$ cat config.mk
export PLATFORM = sky130hd
export DESIGN_NAME = sync_fifo_ctl
export DESIGN_NICKNAME = d
export VERILOG_FILES = /design/src/rtl/sync_fifo_ctl.sv
export SDC_FILE = /design/constraint.sdc
export NUM_CORES = 1
export LEC_CHECK = 0
export CAP_MARGIN = 10
export CORE_MARGIN = 3
export CORE_UTILIZATION = 30
export DETAILED_ROUTE_END_ITERATION = 12
export PLACE_DENSITY_LB_ADDON = 0.12
export SLEW_MARGIN = 20
export SYNTH_ARGS = -nofsm -noshare
export SYNTH_HDL_FRONTEND = slang
export SYNTH_SLANG_ARGS = --single-unit
$ cat constraint.sdc
create_clock -name clk_i -period 4.9 [get_ports clk_i]
set_input_delay 1.47 -clock clk_i [delete_from_list [all_inputs] [get_ports clk_i]]
set_output_delay 1.47 -clock clk_i [all_outputs]
set_load 0.03 [all_outputs]
$ cat src/rtl/sync_fifo_ctl.sv
// Single-clock FIFO controller with occupancy count, programmable almost-full/
// almost-empty thresholds, registered or first-word-fall-through read port and
// sticky overflow/underflow flags.
module sync_fifo_ctl #(
    parameter int unsigned DATA_W    = 8,
    parameter int unsigned DEPTH     = 4,
    parameter int unsigned FWFT      = 0,
    parameter int unsigned AFULL_TH  = DEPTH - 1,
    parameter int unsigned AEMPTY_TH = 1
) (
    input  logic                       clk_i,
    input  logic                       rst_i,
    input  logic                       push_i,
    input  logic [DATA_W-1:0]          push_data_i,
    input  logic                       pop_i,
    output logic [DATA_W-1:0]          pop_data_o,
    output logic                       pop_valid_o,
    output logic                       full_o,
    output logic                       empty_o,
    output logic                       almost_full_o,
    output logic                       almost_empty_o,
    output logic [$clog2(DEPTH+1)-1:0] count_o,
    output logic                       overflow_o,
    output logic                       underflow_o,
    input  logic                       clr_err_i
);

    localparam int unsigned PTR_W = (DEPTH > 2) ? $clog2(DEPTH) : 1;
    localparam int unsigned CNT_W = $clog2(DEPTH + 1);

    localparam logic [PTR_W-1:0] LAST_PTR = PTR_W'(DEPTH - 1);
    localparam logic [CNT_W-1:0] FULL_CNT = CNT_W'(DEPTH);
    localparam logic [CNT_W-1:0] AF_CNT   = CNT_W'(AFULL_TH);
    localparam logic [CNT_W-1:0] AE_CNT   = CNT_W'(AEMPTY_TH);

    logic [DATA_W-1:0] mem [DEPTH];
    logic [PTR_W-1:0]  wr_ptr;
    logic [PTR_W-1:0]  rd_ptr;
    logic [CNT_W-1:0]  count_q;
    logic              pop_acc;
    logic              push_acc;

    // Pointer advance with wrap at DEPTH-1 (DEPTH need not be a power of two).
    function automatic logic [PTR_W-1:0] ptr_inc(input logic [PTR_W-1:0] p);
        return (p == LAST_PTR) ? '0 : p + PTR_W'(1);
    endfunction

    // Status flags all derive from the registered occupancy.
    assign empty_o        = (count_q == '0);
    assign full_o         = (count_q == FULL_CNT);
    assign almost_full_o  = (count_q >= AF_CNT);
    assign almost_empty_o = (count_q <= AE_CNT);
    assign count_o        = count_q;

    // A full FIFO still accepts a push when a pop frees a slot in the same cycle.
    assign pop_acc  = pop_i & ~empty_o;
    assign push_acc = push_i & (~full_o | pop_acc);

    // Storage array; contents survive reset, writes are blocked while in reset.
    always_ff @(posedge clk_i) begin
        if (!rst_i && push_acc) begin
            mem[wr_ptr] <= push_data_i;
        end
    end

    // Read/write pointers and occupancy count.
    always_ff @(posedge clk_i) begin
        if (rst_i) begin
            wr_ptr  <= '0;
            rd_ptr  <= '0;
            count_q <= '0;
        end else begin
            if (push_acc) begin
                wr_ptr <= ptr_inc(wr_ptr);
            end
            if (pop_acc) begin
                rd_ptr <= ptr_inc(rd_ptr);
            end
            if (push_acc && !pop_acc) begin
                count_q <= count_q + CNT_W'(1);
            end else if (pop_acc && !push_acc) begin
                count_q <= count_q - CNT_W'(1);
            end
        end
    end

    // Sticky error flags; a new error in the clearing cycle takes priority.
    always_ff @(posedge clk_i) begin
        if (rst_i) begin
            overflow_o  <= 1'b0;
            underflow_o <= 1'b0;
        end else begin
            if (push_i && !push_acc) begin
                overflow_o <= 1'b1;
            end else if (clr_err_i) begin
                overflow_o <= 1'b0;
            end
            if (pop_i && !pop_acc) begin
                underflow_o <= 1'b1;
            end else if (clr_err_i) begin
                underflow_o <= 1'b0;
            end
        end
    end

    if (FWFT != 0) begin : g_fwft
        // Head word is presented directly; pop_i acknowledges it.
        assign pop_data_o  = mem[rd_ptr];
        assign pop_valid_o = ~empty_o;
    end else begin : g_reg
        // Registered read: data and a one-cycle valid pulse follow an accepted pop.
        always_ff @(posedge clk_i) begin
            if (rst_i) begin
                pop_data_o  <= '0;
                pop_valid_o <= 1'b0;
            end else begin
                pop_valid_o <= pop_acc;
                if (pop_acc) begin
                    pop_data_o <= mem[rd_ptr];
                end
            end
        end
    end

endmodule

---- Word-level counts from Yosys, hierarchy flattened ----
Memories as Yosys holds them, arrays and structs flattened. A register that Yosys moved wholly into a read port is not among the register bits.
Cells that the tools add are included.
cells by class
  $add $sub $neg .......................... 4
  multipliers ............................. 0
  divide/modulo/power cells ............... 0
  order comparisons ....................... 2
  equal/unequal tests ..................... 3
  shifts and indexed selects .............. 0
  multiplexer cells ....................... 9
  bitwise logic cells ..................... 5
  reduce and logical (&&, ||, !) cells .... 12
operators by type and width
  operator                                                        number
  two-way mux 3 bit                                               2
  nonzero test 2 bit                                              3
  logical AND 1 bit                                               5
  two-way mux 1 bit                                               5
  adder 2 x 1 -> 2 bit, second input constant                     2
  == test 2 bit, second input constant                            2
  two-way mux 2 bit                                               2
  adder 3 x 1 -> 3 bit, second input constant                     1
  == test 3 bit, second input constant                            1
  >= comparator 3 x 2 -> 1 bit, second input constant             1
  less-or-equal comparator 3 x 1 -> 1 bit, second input constant  1
  zero test 1 bit                                                 3
  zero test 3 bit                                                 1
  subtractor 3 x 1 -> 3 bit, second input constant                1
  AND 1 bit                                                       2
  NOT 1 bit                                                       2
  bitwise OR 1 bit                                                1
storage, ports and cells
  flip-flop bits (word level) ............. 10
  bits in latches ......................... 0
  RAM bits ................................ 32
  bits in read-only memories .............. 0
  input port bits ......................... 13
  output and inout port bits .............. 18
  logic and storage cells ................. 42
  memories kept ........................... 1
memories
  memory  words  width  rd ports  clocked after memory_dff  write ports  line  text
  mem     4      8      1         1                         1            36    logic [DATA_W-1:0] mem [DEPTH];

---- Depth between registers and ports, before layout ----
Gate-level depths: netlist of the first run.
  depth in word-level cells ............... 9
  depth in mapped cells ................... 9
  depth with buffers taken out ............ 9

---- Least setup slack after synthesis of the first run ----
OpenSTA, ideal clock, no wires.
  path type ............................... input to register
  start point ............................. input port pop_i
  end point ............................... memory mem[3][0], enable pin
  setup time .............................. 0.385 ns
  arrival ................................. 2.385 ns
  data required time ...................... 4.515 ns
  setup slack ............................. 2.129 ns
  cell stages on the path ................. 3
  path buffers ............................ 0
  cells stage by stage .................... nand3b_1 nand2_1 nor3b_1
between the ends
  longest elaborated chain between the ends .. 6
RTL lines
  element                                  line  text
  start, declared                          15    input logic pop_i,
  AND 1 bit                                56    assign pop_acc = pop_i & ~empty_o;
  bitwise OR 1 bit                         57    assign push_acc = push_i & (~full_o | pop_acc);
  AND 1 bit                                57
  logical AND 1 bit                        61    if (!rst_i && push_acc) begin
  two-way mux 1 bit                        61
  two-way mux 1 bit (not written as such)  62    mem[wr_ptr] <= push_data_i;
  end, declared                            36
No other way between the ends.

---- Final worst setup path of the first run ----
  start point ............................. register count_q[0], in the netlist count_o[0]
  end point ............................... output port empty_o
between the ends
  longest elaborated chain between the ends .. 1
RTL lines
  element                 line  text
  start, declared         39    logic [CNT_W-1:0] count_q;
  start signal, assigned  80    count_q <= count_q + CNT_W'(1);
  start signal, assigned  82    count_q <= count_q - CNT_W'(1);
  zero test 3 bit         49    assign empty_o = (count_q == '0);
  end, declared           19    output logic empty_o,
No other way between the ends.

==> flow_metrics.tcl, run 1 <==
set metrics [dict create \
    status "finished clean" \
    grt_pass1_vias 1401 \
    timing.rr.start "count_o[0]$_SDFFE_PP0P_" \
    avgSynthCellArea_um2 13.55 \
    synth_cell_types 30 \
    cts_buffer_depth 2 \
    yosysTopAreaCell "edfxtp_1" \
    cts_hold_buf 0 \
    cp_max_fo 13 \
    max_freq_mhz 272.6 \
    die_w_um 89.68 \
    initial_core_util_pct 31.99 \
    critPathMaxStageDelay_ns 0.71 \
    holdCritPathClass "reg2reg" \
    p_per_area_nw_per_um2 540.4 \
    clock_sinks 50 \
    cts_tree "done" \
    boundaryPins 31 \
    multi_input_area_um2 696.9 \
    cts_buffers 5 \
    synthCells 155 \
    drv_cap 0 \
    cp_num_cells 5 \
    drc 0 \
    vdd_drop_max_mv 0.1866 \
    antenna_left 0 \
    ys_ff_latch 50 \
    utilization_pct 39.84 \
    netlist_top_cells_area "edfxtp_1, dfxtp_1, mux4_2" \
    drive_gt1_share_pct 12.23 \
    htreeDepth 2 \
    rows 29 \
    syn_area_um2 2101 \
    setup_viol_count_final 0 \
    min_path_cells 2 \
    setup.worst_path.start "count_o[0]$_SDFFE_PP0P_" \
    routabilityCongestion 0.7122 \
    power.total_w 0.001414 \
    core_area_um2 6568 \
    dieHeight_um 89.68 \
    hold_start "pop_data_o[0]$_SDFFE_PP0P_" \
    period_needed_ns 3.669 \
    die_area_um2 8043 \
    cp_num_buf_inv 3 \
    tns_ns 0 \
    area_delta_synth_final_pct 24.54 \
    regArea_um2 1321 \
    finalCritPeriodShare_pct 74.87 \
    path_cells "inv_1 > ha_1 > nand2b_2 > inv_2 > clkdlybuf4s50_1" \
    timing.hold.ws_ns 0.4792 \
    drtIter0Drc 67 \
    required_ns 3.43 \
    portBuffers 30 \
    cp-end-kind "output port" \
    finClkSkew_ns 0.007707 \
    clkTransAtPathRegs_ns 0.09 \
    worstSkewPairLatency_ns 0.31 \
    fin_area_um2 2616 \
    wl_um 4224 \
    grt_max_degree 23 \
    cts_resized 0 \
    grt_pass1_wl_um 6975 \
    routed_via_density 4.676 \
    synth_warnings 0 \
    cp-start-kind "register" \
    avgRoutedWirePerCell_um 15.03 \
    cp_top_family "buffers and inverters" \
    track_usage_pct 11.91 \
    place_area_um2 2499 \
    hold_viol 0 \
    synth_top_area_share_pct 45.74 \
    grt_setup_unrepaired "no" \
    vias 1314 \
    arrival_ns 2.20 \
    dpl.hpwl_um 2887 \
    synth_nets 179 \
    layout.nets 211 \
    antenna_found_initial 0 \
    dr.pass1.iters 4 \
    leakage_nw 0.8881 \
    slew_viol_final 0 \
    reg2regPathDepth 7 \
    grt.overflow.total 0 \
    fillers 640 \
    worst_pin_slew_ns 0.8000 \
    critical-path-slowest-cell "clkdlybuf4s50_1" \
    crit_type "reg2out" \
    relSlewSlack_pct 46.50 \
    clockRootBuffer "clkbuf_8" \
    yosysSeqAreaShare_pct 62.89 \
    postCtsSetupBuffers 0 \
    num_antenna_cells 0 \
]
-- tightest hold or removal path: stages (launching register included) --
cell,delay [ns]
dfxtp_1,0.32
o21ai_0,0.06
a21oi_1,0.06
-- flip-flops by register name, summed over array words and instances (netlist names) --
register     count
overflow_o       1
pop_data_o       8
rd_ptr           2
pop_valid_o      1
wr_ptr           2
mem             32
count_o          3
underflow_o      1
-- final cells by class --
class                      count  area share, %
clock buffer                   5          2.630
tap                           93          4.448
multi-input combinational     87          26.64
timing repair buffer          34          12.63
sequential                    50          50.50
clock inverter                 3          1.865
inverter                       9          1.291
-- metal layers --
metal | wire length, µm | track usage [%]
met1 | 1863 | 14.05
met2 | 2145 | 20.61
met3 | 160 | 3.558
met4 | 55 | 4.060
met5 | 0 | 0
-- report_power, final --
| group | internal, W | leakage, nW | switching, W | total [W] |
|---|---|---|---|---|
| clock network | 0.000156 | 0.0563 | 0.000146 | 0.000301 |
| registers | 0.000500 | 0.438 | 0.0000586 | 0.000559 |
| logic | 0.000240 | 0.394 | 0.000314 | 0.000554 |
-- layout by cell type (no fill, tap or decap), types with 7 or more instances in the layout --
| master | instances |
|---|---|
| a21oi_1 | 16 |
| clkdlybuf4s50_1 | 30 |
| dfxtp_1 | 18 |
| edfxtp_1 | 32 |
| ha_1 | 11 |
| inv_1 | 7 |
| mux4_2 | 8 |
| nand3_1 | 10 |
| nor2_1 | 8 |
| o21ai_0 | 9 |
-- logic make-up after synthesis --
| group | count (synthesis) | synth area share (%) |
|---|---|---|
| mux | 9 | 9.053 |
| xor+xnor | 2 | 0.8340 |
| flops | 50 | 62.89 |
| compound gates | 31 | 7.504 |
| fa+ha+maj | 11 | 6.551 |
| buf+inv | 18 | 3.930 |
| simple gates | 34 | 9.232 |
-- Yosys cell counts, drive strengths merged --
library cell  number
nand3             10
o21bai             1
nand2              2
dfxtp             18
a21oi             16
o21ai             14
xor2               1
nor2b              3
edfxtp            32
buf                5
clkbuf             4
and3b              1
ha                11
clkinv             1
mux4               8
xnor2              1
and2               1
or4                2
nor2               8
inv                8
nor3b              5
nand2b             1
mux2i              1
nand3b             1
-- worst paths after layout --
kind	slack, ns	endpoint
worst max register to register	2.93	count_o[1]$_SDFFE_PP0P_
worst min-delay path	0.48	pop_data_o[0]$_SDFFE_PP0P_
worst min register to register	0.48	pop_data_o[0]$_SDFFE_PP0P_
worst max-delay path	1.23	empty_o
-- per-stage QoR --
stage,setup slack [ns],cells
finish,1.231,281
global route,1.021,281
CTS,1.198,281
detailed placement,1.461,273
global placement,1.514,273
floorplan,2.129,155
Note: power is estimated with default switching activity, not from simulation.
==> run 2: changes to the inputs <==
clock period = 3 ns   (was 4.9 ns; I/O delays follow)
==> run 2 against run 1 <==
Sequential share of layout area is 0.34 points higher. Cell count grew 0.71%. First-iteration DRC count rose by 15%. Critical path depth stayed put. Total power grew 54%. Core utilization shrank 0.27 points. Wire length is 1.2% lower. Register-to-register slack worse by 1.8 ns. Die area unchanged. Largest cell class unchanged. Largest power group unchanged. Highest routed layer unchanged.
==> flow_metrics.tcl, run 2 (same netlist as run 1, synthesis figures left out) <==
set metrics [dict create \
    arrival_ns 1.87 \
    num_antenna_cells 0 \
    cp_max_fo 13 \
    regArea_um2 1321 \
    dieHeight_um 89.68 \
    highest_layer "met4" \
    avgRoutedWirePerCell_um 14.74 \
    finClkSkew_ns 0.005746 \
    grt_pass1_wl_um 6893 \
    status "finished clean" \
    antenna_found_initial 0 \
    crit_type "reg2out" \
    r2r_slack_ns 1.11 \
    postCtsSetupBuffers 0 \
    top_register "mem" \
    die_area_um2 8043 \
    cts_hold_buf 0 \
    clkPwrFrac_pct 17.3 \
    cts_buffers 5 \
    met1_length_um 1924 \
    leakage_nw 0.8880 \
    drtIter0Drc 77 \
    cp-end-kind "output port" \
    reg2regPathDepth 6 \
    utilization_pct 39.57 \
    portBuffers 30 \
    combinationalPowerShare_pct 40.8 \
    dr.pass1.iters 4 \
    relSlewSlack_pct 55.82 \
    timing.rr.start "count_o[0]$_SDFFE_PP0P_" \
    cts_tree "done" \
    grt_max_degree 18 \
    period_needed_ns 2.771 \
    multi_input_area_um2 696.9 \
    track_usage_pct 11.96 \
    worst_pin_slew_ns 0.6617 \
    min_to "pop_data_o[1]$_SDFFE_PP0P_" \
    clockRootBuffer "clkbuf_8" \
    p_int_w 0.001366 \
    grt.overflow.total 0 \
    cts_buffer_depth 2 \
    min_path_cells 2 \
    power.total_w 0.002183 \
    routabilityCongestion 0.7956 \
    grt_pass1_vias 1281 \
    hold_start "pop_data_o[1]$_SDFFE_PP0P_" \
    wl_met2_um 2052 \
    required_ns 2.10 \
    htreeDepth 2 \
    drive_gt1_share_pct 12.63 \
    cts_resized 1 \
    tns_ns 0 \
    drc 0 \
    wl_um 4172 \
    worstSkewPairLatency_ns 0.30 \
    largest_reg_flops 32 \
    holdCritPathClass "reg2reg" \
    max_freq_mhz 360.9 \
    swShare_pct 37.44 \
    slew_viol_final 0 \
    rows 29 \
    clkTransAtPathRegs_ns 0.09 \
    routed_via_density 4.495 \
    boundaryPins 31 \
    reg2reg_to "mem[1][7]$_DFFE_PP_" \
    dpl.hpwl_um 2956 \
    core_area_um2 6568 \
    switchingPower_w 0.0008173 \
    layout_commonest_cell "edfxtp_1" \
    hold_viol 0 \
    layout.nets 213 \
    vdd_drop_max_mv 0.2827 \
    fillers 618 \
    vias 1272 \
    area_delta_synth_final_pct 23.70 \
    met3WireLength_um 156 \
    setup_viol_count_final 0 \
    initial_core_util_pct 31.99 \
    grt_setup_unrepaired "no" \
    clock_sinks 50 \
    antenna_left 0 \
    cp-start-kind "register" \
    p_per_area_nw_per_um2 840.1 \
    layout_common_cells "edfxtp_1, clkdlybuf4s50_1, dfxtp_1, a21oi_1, ha_1" \
    die_w_um 89.68 \
    pwr-share-seq_pct 41.8 \
    finalCritPeriodShare_pct 92.36 \
    drv_cap 0 \
]
## run 2: cell count changes in the layout (fill, tap and decap cells not counted), sizes merged
| cell | before | now |
|---|---|---|
| dlygate4sd2 | 0 | 1 |
| bufinv | 1 | 0 |
| buf | 4 | 6 |
| clkdlybuf4s50 | 30 | 29 |
| clkinvlp | 1 | 0 |
| clkinv | 1 | 2 |
| clkbuf | 5 | 6 |
## run 2: how the worst max path moves through the flow
stage                     slack [ns]                  end  depth (start not counted)                     from
after floorplan                 0.73  mem[3][0]$_DFFE_PP_                          5  count_o[0]$_SDFFE_PP0P_
after global placement          0.34              empty_o                          5  count_o[0]$_SDFFE_PP0P_
after detailed placement        0.27              empty_o                          5  count_o[1]$_SDFFE_PP0P_
after CTS                       0.20        almost_full_o                          5  count_o[0]$_SDFFE_PP0P_
after global routing            0.09        almost_full_o                          5  count_o[2]$_SDFFE_PP0P_
final                           0.23              empty_o                          5  count_o[1]$_SDFFE_PP0P_
## run 2: metal layers
layer  vias up  track usage [%]
met5         -                0
li1        634                -
met1       605            15.50
met3         5            3.285
met2        28            19.75
met4         0            3.248
## run 2: cell type report
cell class,instances,share of cell area (%)
clock buffers,6,2.792
clock inverters,2,0.5296
inverters,9,1.300
multi-input cells,87,26.82
flip-flops and latches,50,50.84
well taps,93,4.478
repair buffers,36,13.24
## run 2: stage by stage
| stage | setup WS (ns) | cell area (µm²) | std cells | hold slack [ns] |
|---|---|---|---|---|
| 3_3_place_gp | 0.3385 | 2514 | 275 | 0.4708 |
| 2_1_floorplan | 0.7345 | 2101 | 155 | 0.4914 |
| 4_1_cts | 0.1999 | 2599 | 283 | 0.4944 |
| 6_report | 0.2292 | 2599 | 283 | 0.4918 |
| 3_5_place_dp | 0.2700 | 2514 | 275 | 0.4819 |
| 5_1_grt | 0.08936 | 2599 | 283 | 0.5150 |
## run 2: worst max-delay path: stages (launching register included)
cell and delay (ns):
dfxtp_1 0.35, inv_1 0.15, ha_1 0.26, nand2b_2 0.19, inv_2 0.20, dlygate4sd2_1 0.43
## run 2: power groups by stage
| stage | clock (W) | combinational [W] | sequential (W) |
|---|---|---|---|
| 2_1_floorplan | 0 | 0.000564 | 0.000984 |
| 3_3_place_gp | 0 | 0.000903 | 0.000928 |
| 4_1_cts | 0.000393 | 0.000903 | 0.000922 |
| 3_5_place_dp | 0 | 0.000909 | 0.000937 |
| 6_report | 0.000379 | 0.000891 | 0.000913 |
| 5_1_grt | 0.000432 | 0.000978 | 0.000937 |
